===== config.mk =====
export PLATFORM = sky130hd
export DESIGN_NAME = uart_tx_arbiter_flat
export DESIGN_NICKNAME = d
export VERILOG_FILES = /design/src/rtl/uart_tx_arbiter_if.sv /design/src/rtl/uart_tx_arbiter.sv /design/src/flat_wrapper.sv
export SDC_FILE = /design/constraint.sdc
export NUM_CORES = 1
export LEC_CHECK = 0
export ABC_AREA = 1
export CORE_MARGIN = 5
export CORE_UTILIZATION = 29
export CTS_BUF_LIST = sky130_fd_sc_hd__clkbuf_4 sky130_fd_sc_hd__clkbuf_8
export CTS_CLUSTER_SIZE = 10
export DETAILED_ROUTE_END_ITERATION = 6
export PLACE_DENSITY = 0.6
export SYNTH_ARGS = -nofsm -noshare
export SYNTH_HDL_FRONTEND = slang
export SYNTH_SLANG_ARGS = --single-unit
export TNS_END_PERCENT = 10

===== constraint.sdc =====
create_clock -name clk -period 2 [get_ports clk]
set_clock_uncertainty 0.2 [all_clocks]
set_input_delay 0.4 -clock clk [delete_from_list [all_inputs] [get_ports clk]]
set_output_delay 0.4 -clock clk [all_outputs]
set_load 0.01 [all_outputs]

===== src/rtl/uart_tx_arbiter_if.sv =====
// Handshake bundle between four byte requesters, the arbiter and one UART transmitter.
// The master modport is the arbiter side; the slave modport is the requester/transmitter side.
interface uart_tx_arbiter_if;
    logic [3:0]  req_valid;
    logic [31:0] req_data;
    logic [3:0]  req_ready;
    logic        tx_busy;
    logic [7:0]  tx_data;
    logic        tx_start;
    logic [1:0]  grant_id;
    logic        arb_busy;
    logic [15:0] tx_count;

    modport master (
        input  req_valid, req_data, tx_busy,
        output req_ready, tx_data, tx_start, grant_id, arb_busy, tx_count
    );

    modport slave (
        output req_valid, req_data, tx_busy,
        input  req_ready, tx_data, tx_start, grant_id, arb_busy, tx_count
    );
endinterface


===== src/rtl/uart_tx_arbiter.sv =====
// Round-robin arbiter that feeds four byte channels into a single UART transmitter.
// Define UART_TX_ARB_HDR_EN to precede each data byte with a header byte {HDR_BASE[7:2], channel}.
module uart_tx_arbiter #(
    parameter logic [7:0] HDR_BASE = 8'hA0
) (
    input  logic              clk,
    input  logic              reset_n,
    uart_tx_arbiter_if.master bus
);

`ifdef UART_TX_ARB_HDR_EN
    typedef enum logic [2:0] {IDLE, LOAD, SEND, WAIT_DONE, SEND_HDR, WAIT_HDR} state_t;
`else
    typedef enum logic [2:0] {IDLE, LOAD, SEND, WAIT_DONE} state_t;
`endif

    state_t     state;
    logic [1:0] last_grant;
    logic [1:0] next_grant;
    logic [1:0] cand;
    logic       found;
    logic [7:0] cur_byte;

`ifdef UART_TX_ARB_HDR_EN
    logic [7:0] byte_reg;
`else
    logic       unused_hdr_base;
    assign unused_hdr_base = ^HDR_BASE;
`endif

    assign cur_byte = bus.req_data[{grant_id_q(), 3'b000} +: 8];

    function automatic logic [1:0] grant_id_q();
        return bus.grant_id;
    endfunction

    // Search starts one past the last winner so every channel gets a turn.
    always_comb begin
        next_grant = last_grant;
        cand       = '0;
        found      = 1'b0;
        for (int k = 1; k <= 4; k++) begin
            cand = last_grant + 2'(k);
            if (!found && bus.req_valid[cand]) begin
                next_grant = cand;
                found      = 1'b1;
            end
        end
    end

    always_ff @(posedge clk or negedge reset_n) begin
        if (!reset_n) begin
            state         <= IDLE;
            last_grant    <= 2'd3;
            bus.grant_id  <= 2'd0;
            bus.req_ready <= 4'b0000;
            bus.tx_start  <= 1'b0;
            bus.tx_data   <= 8'h00;
            bus.arb_busy  <= 1'b0;
            bus.tx_count  <= 16'h0000;
`ifdef UART_TX_ARB_HDR_EN
            byte_reg      <= 8'h00;
`endif
        end else begin
            case (state)
                IDLE: begin
                    if (found && !bus.tx_busy) begin
                        state         <= LOAD;
                        bus.grant_id  <= next_grant;
                        bus.req_ready <= 4'b0001 << next_grant;
                        bus.arb_busy  <= 1'b1;
                    end
                end
                LOAD: begin
                    bus.req_ready <= 4'b0000;
                    last_grant    <= bus.grant_id;
                    bus.tx_start  <= 1'b1;
`ifdef UART_TX_ARB_HDR_EN
                    byte_reg      <= cur_byte;
                    bus.tx_data   <= {HDR_BASE[7:2], bus.grant_id};
                    state         <= SEND_HDR;
`else
                    bus.tx_data   <= cur_byte;
                    state         <= SEND;
`endif
                end
                SEND: begin
                    if (bus.tx_busy) begin
                        bus.tx_start <= 1'b0;
                        state        <= WAIT_DONE;
                    end
                end
                WAIT_DONE: begin
                    if (!bus.tx_busy) begin
                        bus.tx_count <= bus.tx_count + 16'd1;
                        bus.arb_busy <= 1'b0;
                        state        <= IDLE;
                    end
                end
`ifdef UART_TX_ARB_HDR_EN
                SEND_HDR: begin
                    if (bus.tx_busy) begin
                        bus.tx_start <= 1'b0;
                        state        <= WAIT_HDR;
                    end
                end
                // Header completion is not a data byte, so tx_count stays put here.
                WAIT_HDR: begin
                    if (!bus.tx_busy) begin
                        bus.tx_start <= 1'b1;
                        bus.tx_data  <= byte_reg;
                        state        <= SEND;
                    end
                end
`endif
                default: begin
                    state         <= IDLE;
                    bus.tx_start  <= 1'b0;
                    bus.req_ready <= 4'b0000;
                    bus.arb_busy  <= 1'b0;
                end
            endcase
        end
    end

endmodule


===== src/flat_wrapper.sv =====
// flat-port wrapper written by rule: the top's interface ports become plain ports
module uart_tx_arbiter_flat 
#(
    parameter logic [7:0] HDR_BASE = 8'hA0
)
  (clk, reset_n, bus_req_valid, bus_req_data, bus_tx_busy, bus_req_ready, bus_tx_data, bus_tx_start, bus_grant_id, bus_arb_busy, bus_tx_count);
  uart_tx_arbiter_if bus_i ();
  input  logic clk;
  input  logic reset_n;
  input wire logic [$bits(bus_i.req_valid)-1:0] bus_req_valid;
  input wire logic [$bits(bus_i.req_data)-1:0] bus_req_data;
  input wire logic [$bits(bus_i.tx_busy)-1:0] bus_tx_busy;
  output wire logic [$bits(bus_i.req_ready)-1:0] bus_req_ready;
  output wire logic [$bits(bus_i.tx_data)-1:0] bus_tx_data;
  output wire logic [$bits(bus_i.tx_start)-1:0] bus_tx_start;
  output wire logic [$bits(bus_i.grant_id)-1:0] bus_grant_id;
  output wire logic [$bits(bus_i.arb_busy)-1:0] bus_arb_busy;
  output wire logic [$bits(bus_i.tx_count)-1:0] bus_tx_count;
  assign bus_i.req_valid = bus_req_valid;
  assign bus_i.req_data = bus_req_data;
  assign bus_i.tx_busy = bus_tx_busy;
  assign bus_req_ready = bus_i.req_ready;
  assign bus_tx_data = bus_i.tx_data;
  assign bus_tx_start = bus_i.tx_start;
  assign bus_grant_id = bus_i.grant_id;
  assign bus_arb_busy = bus_i.arb_busy;
  assign bus_tx_count = bus_i.tx_count;
  uart_tx_arbiter #(.HDR_BASE(HDR_BASE)) u_core (.clk(clk), .reset_n(reset_n), .bus(bus_i));
endmodule

==> flow_summary.ini <==
[status]
status = finished, final reports clean

[die]
chipHeight_um = 95.9
die_w_um = 95.9
rows = 31
coreArea_um2 = 7210
io_pins = 71
initial_core_util_pct = 29.6
dieArea_um2 = 9190

[worst_setup_path]
cp_num_cells = 13
worstPathRequired_ns = 1.97
worstPathArrival_ns = 1.91
timing.rr.end = u_core.bus.req_ready[3]
path_delay_family = simple AND/OR/NAND/NOR gates
endpoint_kind = register
critPathLaunchType = register
crit_slowest_cell = dfstp_2
endpoint = u_core.bus.req_ready[3]
ff2ff_setup_slack_ns = 0.06
slowest_delay_ns = 0.68
cp_max_fo = 8
startpoint = u_core.last_grant[0]
path_buf_inv = 2
worst-r2r-cell-count = 13
crit_chain = inv_8, nand2_2, nand2_4, nand2_4, nand2_8, nor2_8, nand2_4, inv_2, nand2_1, nand2_2, nor2_2, nand2_1, nand2_1
path_class = reg2reg
r2r-start = u_core.last_grant[0]

[routing]
drtAntennaViolNets = 0
first_pass_iters = 4
first_iter_violations = 36
wl_um = 5100
via_count = 1912
drc_errors = 0
wl_per_cell_um = 11.2
vias_per_cell = 4.21

[timing]
rsz0062_at_grt = yes
fin_crit_sh_pct = 96.9
worst_pin_slew_ns = 0.363
final.min_clock_period_ns = 1.94
hold_viol_final = 0
fmax_mhz = 516
final.setup.worst_slack_ns = 0.0618
drv_slew = 0
whs_ns = 0.284
finalSetupViolCount = 0
slew_headroom_pct = 75.8

[global_route]
antenna_found_initial = 0
use_met2_pct = 19.1
grt_remaining_overflow = 0
grt_use_met3_pct = 3.83
grt_util_all_layers_pct = 11.7
grt_pass1_wl_um = 8650
use_met1_pct = 15.2
grt_pass1_vias = 1996
grt_max_degree = 22
busiest_layer = met2

[clocking]
clockBufferDepth = 2
htreeDepth = 2
path_clk_slew_ns = 0.08
numCtsBuffers = 5
cts_tree = built
cts_sinks = 36
cts_root_buffer = clkbuf_8
clk-insertion-delay-late_ns = 0.28

[yosys]
synth-seq-cells = 36
syn_area_um2 = 2140
synthCells = 271
yosysUniqueCellTypes = 30
syn_avg_cell_area_um2 = 7.89
synth_top_area_share_pct = 39.8
synth_fp_nets = 315
netlist_top_cells_area = dfrtp_1 40%, nand2_1 10%, nor2_1 8.6%, o21ai_0 4.9%, nand2_2 4.7%
yosys_most_used_dff = dfrtp_1
yosysTopAreaCell = dfrtp_1
synth_edf_count = 0
ys_seq_area_share_pct = 42.2
yosys_warnings = 0
async_reset_ff_share_pct = 100

[cells_and_area]
num_antenna_cells = 0
nFillCells = 741
seqCellArea_um2 = 903
nNetsFinal = 398
syn2layout_area_growth_pct = 49.3
multi_input_area_um2 = 1180
layout-drive-gt1-share_pct = 19.2
stdcell_area_um2 = 3190

[placement]
portBuffers = 70
dpl-instance-area_um2 = 3000
hpwl_um = 4020
globalplace.congestion = 0.843
pre_cts_slack_ns = -0.0874

[pwr]
max-vdd-ir-drop_uv = 427
p_per_area_nw_per_um2 = 1250
p_leak_nw = 1.48

[job]
max_cap_viol_count = 0

[worst_hold_path]
hold_path_class = reg2reg
worst min-delay path by stage:
stage | start | end | slack (ns) | depth (start not counted)
finish | u_core.bus.req_ready[0] | u_core.bus.req_ready[0] | 0.28 | 2
global route | u_core.bus.req_ready[2] | u_core.bus.req_ready[2] | 0.31 | 2
CTS | u_core.bus.req_ready[0] | u_core.bus.req_ready[0] | 0.29 | 2
detailed placement | reset_n | u_core.bus.tx_count[4] | 0.14 | 1
global placement | reset_n | u_core.bus.tx_count[4] | 0.14 | 1
floorplan | reset_n | u_core.bus.arb_busy | -0.1 | 0
cell usage in the layout (no fill, tap or decap), types with 9 or more instances in the layout:
| cell type | Yosys | layout |
|---|---|---|
| clkdlybuf4s50_1 | 0 | 69 |
| a31oi_1 | 9 | 9 |
| nand2_1 | 58 | 52 |
| nor2_1 | 49 | 49 |
| dfrtp_1 | 34 | 34 |
| buf_4 | 0 | 12 |
| o21ai_0 | 21 | 21 |
| nand2_4 | 2 | 10 |
| xor2_1 | 9 | 9 |
| nand2_2 | 16 | 13 |
| inv_1 | 18 | 17 |
metrics by stage:
stage | TNS [ns] | std cells | util, % | total power [mW]
after detailed placement | -0.751 | 443 | 41.6 | 3.32
after CTS | 0 | 452 | 42.9 | 3.85
after floorplan | 0 | 271 | - | 2.55
after global routing | -0.166 | 454 | 44.2 | 4.38
after global placement | -0.502 | 443 | 41.6 | 3.30
final | 0 | 454 | 44.2 | 3.99
report_power, final:
| part | switching [mW] | total, mW | internal [mW] |
|---|---|---|---|
| Sequential | 0.191 | 1.16 | 0.972 |
| Combinational | 1.30 | 2.31 | 1.01 |
| Clock | 0.272 | 0.515 | 0.243 |
| Total | 1.76 | 3.99 | 2.22 |
cells in the mapped netlist (5+ instances only):
master,instances
nand2_1,58
nand3_1,9
a31oi_1,9
ha_1,5
nor2_1,49
inv_1,18
dfrtp_1,34
nand2_2,16
xor2_1,9
xnor2_1,7
inv_2,6
o21ai_0,21
cell families (layout without fill, tap and decap cells):
logic type	after synthesis	in the layout	share of synthesized area, %
xor gates and xnor gates	16	16	6.55
buffers and inverters	32	116	6.38
adders and majority gates	5	5	2.93
DFF	36	36	42.2
AOI/OAI and AO/OA	35	35	8.72
and+or+nand+nor	147	147	33.2
flip-flops by register name, indices dropped and copies added (netlist names):
name                  count
u_core.bus.req_ready      4
u_core.bus.tx_start       1
u_core.state              2
u_core.bus.tx_count      16
u_core.bus.tx_data        8
u_core.bus.arb_busy       1
u_core.bus.grant_id       2
u_core.last_grant         2
final cells by class:
class | instances | share of cell area (%)
clock inverter | 3 | 0.588
sequential | 36 | 28.3
timing repair buffer | 83 | 24.9
tap | 99 | 3.88
multi-input combinational | 203 | 36.9
inverter | 25 | 3.25
clock buffer | 5 | 2.16
worst min-delay path: stages (launching register included):
cell,delay (ns)
dfrtp_1,0.35
nand2_1,0.05
nand2_1,0.05
layer usage:
layer / part of all wire, % / routed length (um) / vias up
met3: 7.4 / 377 / 2
met2: 46 / 2360 / 52
met1: 46 / 2350 / 840
met5: 0 / 0 / -
met4: 0.25 / 13 / 0
li1: - / - / 1018
timing repair:
action,4_1_cts,5_1_grt
hold buffers,1,0
setup endpoints to repair,0,8
setup buffers,0,2
endpoints found under the hold margin,15,0
resized for setup,0,20
Power figures use the tool's default switching activity.
